**config.mk**
```make
export PLATFORM = sky130hd
export DESIGN_NAME = bht_port_ctrl
export DESIGN_NICKNAME = d
export VERILOG_FILES = /design/src/rtl/bht_port_ctrl.sv
export SDC_FILE = /design/constraint.sdc
export NUM_CORES = 1
export LEC_CHECK = 0
export CORE_AREA = 2 2 77 79
export DETAILED_ROUTE_END_ITERATION = 8
export DIE_AREA = 0 0 79 81
export DONT_BUFFER_PORTS = 1
export MAX_ROUTING_LAYER = met4
export PLACE_DENSITY_LB_ADDON = 0.12
export SYNTH_ARGS = -nofsm -noshare
export SYNTH_HDL_FRONTEND = slang
export SYNTH_SLANG_ARGS = --single-unit
export TNS_END_PERCENT = 5
```
**constraint.sdc**
```tcl
create_clock -name clk -period 2.5 [get_ports clk]
set_input_delay 0.5 -clock clk [delete_from_list [all_inputs] [get_ports clk]]
set_output_delay 0.5 -clock clk [all_outputs]
set_load 0.02 [all_outputs]
```
**src/rtl/bht_port_ctrl.sv**
```systemverilog
// bht_port_ctrl -- access sequencer for the single-ported 1-bit branch history table.
//
// Purpose
//   Arbitrates IF-stage lookups against EX-stage resolved-branch updates on the one
//   BHT SRAM port. Updates are buffered in a small FIFO and drained when the port is
//   free, or forcibly when the FIFO fills (fetch stalls for that cycle). After reset
//   or flush the whole table is cleared to NOT_TAKEN, one entry per cycle.
//
// Configuration
//   BHT_FWD_EN  when defined, a granted lookup also searches the queued updates for its
//               index and the youngest match overrides the (stale) SRAM data.
//
// Ports
//   clk, rst                 clock, asynchronous active-high reset
//   flush                    drop queued updates and re-clear the table
//   lk_req/lk_idx            lookup request from IF
//   lk_gnt                   lookup accepted this cycle (combinational)
//   lk_valid/lk_taken        prediction, one cycle after lk_gnt
//   upd_valid/idx/taken      resolved branch from EX
//   upd_ready                update FIFO can accept (combinational)
//   busy                     clear sequence in progress
//   tbl_en/we/addr/wdata     SRAM request
//   tbl_rdata                SRAM read data, cycle after a read
module bht_port_ctrl #(
    parameter int IDX_W  = 6,
    parameter int QDEPTH = 4
) (
    input  logic             clk,
    input  logic             rst,
    input  logic             flush,
    input  logic             lk_req,
    input  logic [IDX_W-1:0] lk_idx,
    output logic             lk_gnt,
    output logic             lk_valid,
    output logic             lk_taken,
    input  logic             upd_valid,
    input  logic [IDX_W-1:0] upd_idx,
    input  logic             upd_taken,
    output logic             upd_ready,
    output logic             busy,
    output logic             tbl_en,
    output logic             tbl_we,
    output logic [IDX_W-1:0] tbl_addr,
    output logic             tbl_wdata,
    input  logic             tbl_rdata
);

    localparam int AW = $clog2(QDEPTH);
    localparam int PW = AW + 1;

    typedef enum logic {S_CLEAR, S_RUN} state_t;

    typedef struct packed {
        logic [IDX_W-1:0] idx;
        logic             taken;
    } upd_t;

    state_t           state;
    logic [IDX_W-1:0] clr_ptr;
    logic [PW-1:0]    wr_ptr;
    logic [PW-1:0]    rd_ptr;
    upd_t             fifo [QDEPTH];
    upd_t             head;

    logic run;
    logic empty;
    logic full;
    logic push;
    logic do_pop;

    // Pointers carry one extra wrap bit so full and empty are distinguishable.
    assign run   = (state == S_RUN);
    assign empty = (wr_ptr == rd_ptr);
    assign full  = (wr_ptr[PW-1] != rd_ptr[PW-1]) && (wr_ptr[AW-1:0] == rd_ptr[AW-1:0]);
    assign head  = fifo[rd_ptr[AW-1:0]];

    assign busy      = !run;
    assign upd_ready = run && !full;
    assign lk_gnt    = run && !full && lk_req;

    // A full FIFO takes the port ahead of fetch; otherwise drain only when fetch is idle.
    // Nothing is popped on a flush cycle since the queue is being discarded.
    assign do_pop = run && !flush && (full || (!lk_req && !empty));
    assign push   = upd_valid && upd_ready && !flush;

    // SRAM request. Held fully inactive while reset is asserted, even though the
    // state register already sits in CLEAR.
    always_comb begin
        tbl_en    = 1'b0;
        tbl_we    = 1'b0;
        tbl_addr  = '0;
        tbl_wdata = 1'b0;
        if (rst) begin
            tbl_en = 1'b0;
        end else if (!run) begin
            tbl_en   = 1'b1;
            tbl_we   = 1'b1;
            tbl_addr = clr_ptr;
        end else if (do_pop) begin
            tbl_en    = 1'b1;
            tbl_we    = 1'b1;
            tbl_addr  = head.idx;
            tbl_wdata = head.taken;
        end else if (lk_gnt) begin
            tbl_en   = 1'b1;
            tbl_addr = lk_idx;
        end
    end

    // Control state: clear sequencer, FIFO pointers, response valid.
    always_ff @(posedge clk or posedge rst) begin
        if (rst) begin
            state    <= S_CLEAR;
            clr_ptr  <= '0;
            wr_ptr   <= '0;
            rd_ptr   <= '0;
            lk_valid <= 1'b0;
        end else if (flush) begin
            state    <= S_CLEAR;
            clr_ptr  <= '0;
            wr_ptr   <= '0;
            rd_ptr   <= '0;
            lk_valid <= 1'b0;
        end else begin
            lk_valid <= lk_gnt;
            case (state)
                S_CLEAR: begin
                    clr_ptr <= clr_ptr + 1'b1;
                    if (&clr_ptr)
                        state <= S_RUN;
                end
                S_RUN: begin
                    if (push)
                        wr_ptr <= wr_ptr + 1'b1;
                    if (do_pop)
                        rd_ptr <= rd_ptr + 1'b1;
                end
                default: state <= S_CLEAR;
            endcase
        end
    end

    // FIFO storage needs no reset: occupancy is defined by the pointers alone.
    always_ff @(posedge clk) begin
        if (push)
            fifo[wr_ptr[AW-1:0]] <= '{idx: upd_idx, taken: upd_taken};
    end

`ifdef BHT_FWD_EN
    logic [PW-1:0] count;
    logic          srch_hit;
    logic          srch_taken;
    logic          fwd_hit;
    logic          fwd_taken;
    upd_t          slot;

    assign count = wr_ptr - rd_ptr;

    // Walk queued entries oldest to youngest so the last match wins. A same-cycle
    // push is not yet in storage and so is naturally excluded.
    always_comb begin
        srch_hit   = 1'b0;
        srch_taken = 1'b0;
        slot       = '0;
        for (int i = 0; i < QDEPTH; i++) begin
            slot = fifo[rd_ptr[AW-1:0] + AW'(i)];
            if ((PW'(i) < count) && (slot.idx == lk_idx)) begin
                srch_hit   = 1'b1;
                srch_taken = slot.taken;
            end
        end
    end

    always_ff @(posedge clk or posedge rst) begin
        if (rst) begin
            fwd_hit   <= 1'b0;
            fwd_taken <= 1'b0;
        end else if (flush) begin
            fwd_hit   <= 1'b0;
            fwd_taken <= 1'b0;
        end else if (lk_gnt) begin
            fwd_hit   <= srch_hit;
            fwd_taken <= srch_taken;
        end
    end

    assign lk_taken = lk_valid && (fwd_hit ? fwd_taken : tbl_rdata);
`else
    assign lk_taken = lk_valid && tbl_rdata;
`endif

endmodule

```
==> results of run 1 <==
-- critical path: cells and delay by family (launching register included) --
kind / cells / cell delay, ns
buffers and inverters: 1 / 0.20
AO/OA/AOI/OAI: 1 / 0.36
AND/OR/NAND/NOR: 2 / 0.36
flip-flops: 1 / 0.48
XOR/XNOR: 1 / 0.20
-- power by group --
part | internal (uW) | total, uW | switching [uW] | leakage [uW]
sequential | 746 | 751 | 5.66 | 0.000443
combinational | 16.0 | 38.4 | 22.4 | 0.000359
clock | 208 | 471 | 263 | 0.0000495
total | 969 | 1260 | 291 | 0.000851
-- layout make-up --
class	instances	area, um2	area share [%]
well taps	75	93.8	3.95
inverters	5	18.8	0.790
multi-input cells	104	863	36.3
flip-flops and latches	42	1190	50.2
clock inverters	3	26.3	1.11
repair buffers	15	113	4.74
clock buffers	5	68.8	2.90
-- path summary, 6_finish.rpt --
check | to | startpoint | slack, ns | cells past startpoint
max | tbl_addr[3] | wr_ptr[0] | 0.10 | 5
min | clr_ptr[4] | rst | 0.05 | 1
max reg2reg | fifo[3][2] | rd_ptr[2] | 0.74 | 3
min reg2reg | clr_ptr[4] | clr_ptr[4] | 0.57 | 2
max in group asynchronous | wr_ptr[0] | rst | 1.94 | 2
min in group clk | clr_ptr[4] | flush | 0.25 | 1
-- state kept, by name, indices dropped and copies added, names as in the netlist --
name      count
lk_valid      1
fifo         28
wr_ptr        3
rd_ptr        3
clr_ptr       6
run           1
-- through the flow --
stage	hold WS [ns]	power, uW	util, %	cell area, um2	cells
after detailed placement	0.386	805	40.0	2270	241
after global placement	0.378	804	40.0	2270	241
after CTS	0.0558	1270	41.7	2360	249
after floorplan	0.432	793	-	2090	156
after global routing	0.0592	1310	41.9	2380	249
final	0.0533	1260	41.9	2380	249
-- routing by layer --
metal | track usage (%) | up-vias
li1 | - | 613
met1 | 18.1 | 625
met2 | 21.5 | 31
met3 | 4.78 | 4
met4 | 4.14 | 0
met5 | - | -
-- cell families after synthesis --
family	count (synthesis)	share of synthesized area (%)
xor+xnor	10	6.33
flops	42	56.9
fa+ha+maj	6	3.58
buf+inv	10	2.39
compound gates	26	8.96
simple gates	52	12.7
mux	10	9.20
-- placed cells by master, fill, tap and decap left out, drive strengths merged, types with 2 or more instances in the layout --
cell type,count
a21o,2
a21oi,5
a31oi,3
and2,3
and3,5
buf,15
clkbuf,5
dfrtp,14
edfxtp,28
ha,6
inv,8
mux2i,2
mux4,7
nand2,5
nand2b,7
nand3,6
nand4,2
nor2,17
nor2b,2
nor3,3
o21ai,10
o32ai,6
xnor2,6
xor2,4
-- repair_timing --
action,in CTS,in global routing
hold buffers,0,0
resized for setup,0,3
setup endpoints to repair,0,8
==> results_dict.tcl, run 1 <==
set metrics [dict create \
    status "finished, final reports clean" \
    area_growth_pct 13.4 \
    cts_tree "built" \
    fin_crit_sh_pct 96.0 \
    synthesis.nets 181 \
    die_w_um 79 \
    cp_cell_sequence "xnor2_4, nand4_1, nand2_2, o32ai_1, buf_4" \
    grt_pass1_wl_um 6490 \
    place_ws_ns 0.334 \
    port_buffers 0 \
    synth.distinct_cells 34 \
    synth_top_cell_area_share_pct 40.1 \
    cts_buffer_depth 2 \
    finalMaxSlewViolations 0 \
    diodes 0 \
    fin_ws_ns 0.101 \
    post-cts-setup-buffers 0 \
    setup_tns_ns 0 \
    slew_headroom_pct 72.9 \
    overflow 0 \
    crit_slowest_cell "dfrtp_2" \
    met3_length_um 251 \
    routedWlPerCell_um 16.6 \
    ys_seq_area_share_pct 56.9 \
    ant_nets 0 \
    postSynth.asyncResetShare_pct 33.3 \
    htree_num_levels 2 \
    clk_latency_ns 0.30 \
    antenna_found_initial 0 \
    syn_area_per_cell_um2 13.4 \
    num-nets-final 198 \
    die_y_um 81 \
    tightest_slew_ns 0.406 \
    cts_buffers 5 \
    fillers 572 \
    yosysWarnings 0 \
    startpoint_type "flop" \
    coreArea_um2 5680 \
    maxCapViolCount 0 \
    p_leak_uw 0.000851 \
    required_ns 2.00 \
    cts_sinks 42 \
    netlist_area_um2 2090 \
    endpoint_kind "output port" \
    drt-initial-drc-count 73 \
    hold_violations 0 \
    synth-main-ff-cell "edfxtp_1" \
    yosysMostFrequentCell "edfxtp_1" \
    gp_congestion 0.727 \
    drive_gt1_share_pct 23.6 \
    fin_crit_ns 2.40 \
    ios 33 \
    wirelength_um 4130 \
    grt_max_degree 17 \
    grt_setup_unrepaired "false" \
    ys_top_cells_by_area "edfxtp_1 (40%), dfrtp_1 (17%), mux4_2 (7.5%), ha_1 (3.6%), nor2_1 (3.0%)" \
    synth_largest_area_cell "edfxtp_1" \
    wl_met1_um 1880 \
    syn_inst 156 \
    routed_via_density 5.11 \
    setup_viol 0 \
    hpwl_um 2980 \
    fin_skew_ns 0.0146 \
    p_per_area_nw_per_um2 530 \
    track_usage_pct 14.1 \
    synth_seq_cells 42 \
    netlist_top_cells_count "edfxtp_1 (28), nor2_1 (17), dfrtp_1 (14), o21ai_0 (8)" \
    ir_worst_vdd_v 0.000361 \
    path_class "flop to output port" \
    hp-class "primary input to async pin" \
    vias 1273 \
    cts-root-buf "clkbuf_8" \
    cp_max_fo 9 \
    top_layer "met4" \
    rows 28 \
    initial_core_util_pct 36.9 \
    arrival_ns 1.90 \
    first_global_vias 1227 \
    clkTransAtPathRegs_ns 0.09 \
    synth_edf_count 28 \
    dr.pass1.iters 4 \
    die-area_um2 6400 \
    fmax_mhz 417 \
    wl_met2_um 1970 \
    drc 0 \
    critical-path-max-stage-delay_ns 0.48 \
]
Note: power is estimated with default switching activity, not from simulation.
==> run 2, diff against run 1 <==
--- a/config.mk
+++ b/config.mk
@@ -6,7 +6,9 @@
 export NUM_CORES = 1
 export LEC_CHECK = 0
-export CORE_AREA = 2 2 77 79
+export ABC_AREA = 1
+export ABC_CLOCK_PERIOD_IN_PS = 2500
+export CORE_AREA = 2 2 81 83
 export DETAILED_ROUTE_END_ITERATION = 8
-export DIE_AREA = 0 0 79 81
+export DIE_AREA = 0 0 83 85
 export DONT_BUFFER_PORTS = 1
 export MAX_ROUTING_LAYER = met4
==> constraint.sdc (replaced) <==
create_clock -name clk -period 2.5 [get_ports clk]
set_input_delay 0.375 -clock clk [delete_from_list [all_inputs] [get_ports clk]]
set_output_delay 0.375 -clock clk [all_outputs]
set_load 0.02 [all_outputs]
==> results_dict.tcl, run 2 <==
set metrics [dict create \
    die-area_um2 7060 \
    place_ws_ns 0.526 \
    fin_skew_ns 0.00341 \
    setup_tns_ns 0 \
    gp_congestion 0.810 \
    netlist_top_cells_count "nand2_1 (58), inv_1 (52), nand3_1 (29), edfxtp_1 (28), nor2_1 (15)" \
    r2r-start "rd_ptr[1]" \
    dp.cells 341 \
    r2r_setup_slack_ns 0.61 \
    ios 33 \
    ir_worst_vdd_v 0.000368 \
    cp_max_fo 11 \
    drive_gt1_share_pct 13.6 \
    stdcell_area_um2 2550 \
    track_usage_pct 15.1 \
    wirelength_um 4790 \
    routedWlPerCell_um 13.7 \
    die_w_um 83 \
    hp-class "primary input to async pin" \
    yosysMostFrequentCell "nand2_1" \
    hold_violations 0 \
    synthesis.nets 288 \
    critical-path-max-stage-delay_ns 0.61 \
    synth-main-ff-cell "edfxtp_1" \
    synth.distinct_cells 33 \
    ctsResizeCount 0 \
    fillers 618 \
    hpwl_um 3580 \
    area_growth_pct 8.69 \
    grt_pass1_wl_um 8030 \
    cts-root-buf "clkbuf_8" \
    antenna_found_initial 0 \
    ff2ff_path_depth 9 \
    num-nets-final 296 \
    cts_sinks 42 \
    clk_latency_ns 0.29 \
    ys_seq_area_share_pct 50.8 \
    r2r-end "fifo[3][3]" \
    first_global_vias 1584 \
    multi_input_area_um2 878 \
    cts_buffers 5 \
    place_area_um2 2460 \
    finalMaxSlewViolations 0 \
    cts_tree "built" \
    syn_area_per_cell_um2 8.92 \
    required_ns 2.12 \
    maxCapViolCount 0 \
    die_y_um 85 \
    cts_buffer_depth 2 \
    endpoint_kind "output port" \
    register_area_um2 1190 \
    synth_top_cell_area_share_pct 35.8 \
    largest_reg_flops 28 \
    fin_cells 349 \
    ys_top_cells_by_area "edfxtp_1 (36%), dfrtp_1 (15%), nand2_1 (9.3%), inv_1 (8.3%), nand3_1 (6.2%)" \
    ant_nets 0 \
    p_per_area_nw_per_um2 480 \
    cts.hold.buffers_added 0 \
    setup_viol 0 \
    postSynth.asyncResetShare_pct 33.3 \
    vias 1663 \
    p_leak_uw 0.00118 \
    path_class "flop to output port" \
    syn_inst 263 \
    cp_cell_sequence "inv_6, nand2_1, nand2_2, nand3_4, nand2_4, inv_2, nand2_1, a21oi_2" \
    fin_crit_ns 2.28 \
    rows 29 \
    startpoint_type "flop" \
    synth_largest_area_cell "edfxtp_1" \
    slew_headroom_pct 71.1 \
    synth_edf_count 28 \
    clkTransAtPathRegs_ns 0.08 \
    grt_max_degree 20 \
    worstSetupEndpoint "tbl_en" \
    fin_crit_sh_pct 91.1 \
    grt_setup_unrepaired "false" \
    overflow 0 \
    crit_slowest_cell "dfrtp_1" \
    fin_ws_ns 0.222 \
    status "finished, final reports clean" \
    post-cts-setup-buffers 0 \
    netlist_area_um2 2350 \
    drc 0 \
    htree_num_levels 2 \
    port_buffers 0 \
    yosysWarnings 0 \
    fmax_mhz 439 \
    synth_seq_cells 42 \
    initial_core_util_pct 37.8 \
    coreArea_um2 6200 \
    final_cell_mix "nand2_1 (58), inv_1 (52), nand3_1 (29), edfxtp_1 (28), nor2_1 (15)" \
    diodes 0 \
    critPathLaunch "rd_ptr[1]" \
    dr.pass1.iters 4 \
    routed_via_density 4.77 \
    fin_util_pct 41.1 \
    mostFrequentLayoutCell "nand2_1" \
    drt-initial-drc-count 76 \
    tightest_slew_ns 0.434 \
    cp_common_cell "nand2_1" \
    arrival_ns 1.90 \
]
[run 2: per-layer routing]
| layer | up-vias | GRT usage, % | wire length, um |
|---|---|---|---|
| met5 | - | - | 0 |
| met4 | 0 | 5.22 | 70 |
| met3 | 4 | 3.89 | 211 |
| met2 | 37 | 23.5 | 2350 |
| met1 | 764 | 19.2 | 2160 |
| li1 | 858 | - | - |
[run 2: power by group]
part | total, uW | switching (uW) | internal [uW]
clock | 438 | 242 | 196
sequential | 750 | 3.74 | 746
combinational | 37.5 | 26.1 | 11.4
total | 1220 | 271 | 953
[run 2: area by class of cell]
cell class	count	share of cell area (%)
inverters	55	8.29
flip-flops and latches	42	46.7
clock buffers	5	2.70
well taps	77	3.78
clock inverters	3	0.834
repair buffers	11	3.24
multi-input cells	156	34.4
[run 2: stage by stage]
| stage | power (uW) | hold WS [ns] |
|---|---|---|
| CTS | 1250 | 0.0140 |
| floorplan | 797 | 0.441 |
| global route | 1290 | 0.0277 |
| finish | 1220 | 0.0273 |
| detailed placement | 803 | 0.338 |
| global placement | 803 | 0.346 |
[run 2: worst max-delay path: cells and delay by family (launching register included)]
family / cells / cell delay, ns
flops: 1 / 0.61
simple gates: 5 / 0.51
compound gates: 1 / 0.28
buf+inv: 2 / 0.20
[run 2: cells by family after synthesis]
kind of cell	after synthesis	share of synthesized area, %
AOI/OAI and AO/OA	17	4.43
buffers and inverters	65	11.8
DFF	42	50.8
xor gates and xnor gates	3	1.92
and+or+nand+nor	130	27.9
adders and majority gates	6	3.20
[run 2: worst min path at each step]
stage | end | depth (start not counted)
after floorplan | lk_valid | 1
after global placement | wr_ptr[2] | 2
after detailed placement | rd_ptr[2] | 2
after CTS | wr_ptr[0] | 2
after global routing | rd_ptr[2] | 2
final | rd_ptr[1] | 2
==> run 3, diff against run 2 <==
==> constraint.sdc (replaced) <==
create_clock -name clk -period 2.5 [get_ports clk]
set_input_delay 0.5 -clock clk [delete_from_list [all_inputs] [get_ports clk]]
set_output_delay 0.5 -clock clk [all_outputs]
set_load 0.02 [all_outputs]
==> results_dict.tcl, run 3 (synthesis gave the netlist of run 2 again) <==
set metrics [dict create \
    overflow 0 \
    coreArea_um2 6200 \
    fin_util_pct 41.1 \
    area_growth_pct 8.64 \
    fin_crit_sh_pct 92.5 \
    final_cell_mix "nand2_1 (58), inv_1 (52), nand3_1 (29), edfxtp_1 (28), nor2_1 (15)" \
    cp_cell_sequence "inv_6, nand2_1, nand2_2, nand2_1, nand2_4, nand3_4, nand2_2, inv_2, a21oi_2" \
    rows 29 \
    crit_buf_inv 2 \
    port_buffers 0 \
    setup_tns_ns 0 \
    hp-class "primary input to async pin" \
    endpoint_kind "output port" \
    cts.hold.buffers_added 0 \
    ios 33 \
    ir_worst_vdd_v 0.000264 \
    hold_violations 0 \
    cts_tree "built" \
    setup_viol 0 \
    wirelength_um 4930 \
    p_per_area_nw_per_um2 480 \
    clkTransAtPathRegs_ns 0.08 \
    grt_max_degree 17 \
    grt_pass1_wl_um 8070 \
    cts_buffer_depth 2 \
    die_y_um 85 \
    dr.pass1.iters 4 \
    track_usage_pct 15.3 \
    critical-path-max-stage-delay_ns 0.50 \
    num-nets-final 296 \
    drc 0 \
    r2r-start "rd_ptr[1]" \
    arrival_ns 1.81 \
    mostFrequentLayoutCell "nand2_1" \
    drive_gt1_share_pct 13.6 \
    slew_headroom_pct 69.3 \
    finalMaxSlewViolations 0 \
    fmax_mhz 432 \
    routed_via_density 4.82 \
    diodes 0 \
    cts_buffers 5 \
    first_global_vias 1609 \
    tightest_slew_ns 0.460 \
    htree_num_levels 2 \
    required_ns 2.00 \
    p_leak_uw 0.00117 \
    hpwl_um 3630 \
    gp_congestion 0.864 \
    fin_crit_ns 2.31 \
    fin_skew_ns 0.00620 \
    die_w_um 83 \
    crit_slowest_cell "dfrtp_2" \
    initial_core_util_pct 37.8 \
    r2r-end "fifo[3][0]" \
    drt-initial-drc-count 99 \
    antenna_found_initial 0 \
    die-area_um2 7060 \
    cts_sinks 42 \
    status "finished, final reports clean" \
    cp_max_fo 11 \
    vias 1682 \
    largest_reg_flops 28 \
    ff2ff_path_depth 9 \
    crit_family "simple AND/OR/NAND/NOR gates" \
    routedWlPerCell_um 14.1 \
    maxCapViolCount 0 \
    cts-root-buf "clkbuf_8" \
    grt_setup_unrepaired "false" \
    clk_latency_ns 0.29 \
    path_class "flop to output port" \
    startpoint_type "flop" \
    r2r_setup_slack_ns 0.74 \
    ant_nets 0 \
]
==> run 3: through the flow <==
step | power (uW) | hold WS [ns] | cell area [um2] | cells | setup WS [ns]
after detailed placement | 804 | 0.470 | 2460 | 341 | 0.392
after global placement | 803 | 0.472 | 2460 | 341 | 0.428
final | 1220 | 0.154 | 2550 | 349 | 0.187
after global routing | 1290 | 0.155 | 2550 | 349 | 0.0345
after CTS | 1250 | 0.145 | 2550 | 349 | 0.0527
after floorplan | 797 | 0.485 | 2350 | 263 | 0.464
==> run 3: what timing repair did <==
| item | CTS | global route |
|---|---|---|
| endpoints found under the setup margin | 0 | 4 |
| buffers inserted | 0 | 0 |
| gates resized for setup | 0 | 1 |
==> run 3: worst register-to-register path: stages (launching register included) <==
cell and delay, ns:
dfrtp_2 0.51, inv_6 0.08, nand2_1 0.08, nand2_2 0.08, nand3_4 0.14, nand2_4 0.09
nor2_8 0.13, nand2_4 0.08, nor2_1 0.09, buf_4 0.19
==> run 3: how the worst max path moves through the flow <==
stage,start,to,slack (ns),cells after the start
CTS,rd_ptr[1],tbl_en,0.05,8
global placement,rd_ptr[1],tbl_en,0.43,8
finish,rd_ptr[1],tbl_en,0.19,9
detailed placement,rd_ptr[1],tbl_en,0.39,8
global route,rd_ptr[1],tbl_we,0.03,10
floorplan,rst,tbl_wdata,0.46,4
==> run 3: power breakdown <==
part / internal, uW / leakage (uW) / total, uW / switching (uW)
Clock: 197 / 0.0000374 / 436 / 240
Sequential: 746 / 0.000443 / 750 / 4.23
Combinational: 11.4 / 0.000692 / 37.7 / 26.3
==> run 3: per-layer routing <==
layer  wire (um)  global-route usage [%]  vias to the layer above  share of wire, %
li1            -                       -                      862                 -
met1        2200                    18.9                      777                45
met2        2460                    24.3                       37                50
met3         197                    4.09                        6               4.0
met4          68                    5.37                        0               1.4
met5           0                       -                        -                 0
==> run 3: final cells by class <==
class                      instances  area [um2]
timing repair buffer              11        82.6
sequential                        42        1190
inverter                          55         211
multi-input combinational        156         878
fill                             622        3660
clock inverter                     2        15.0
tap                               77        96.3
clock buffer                       6        72.6
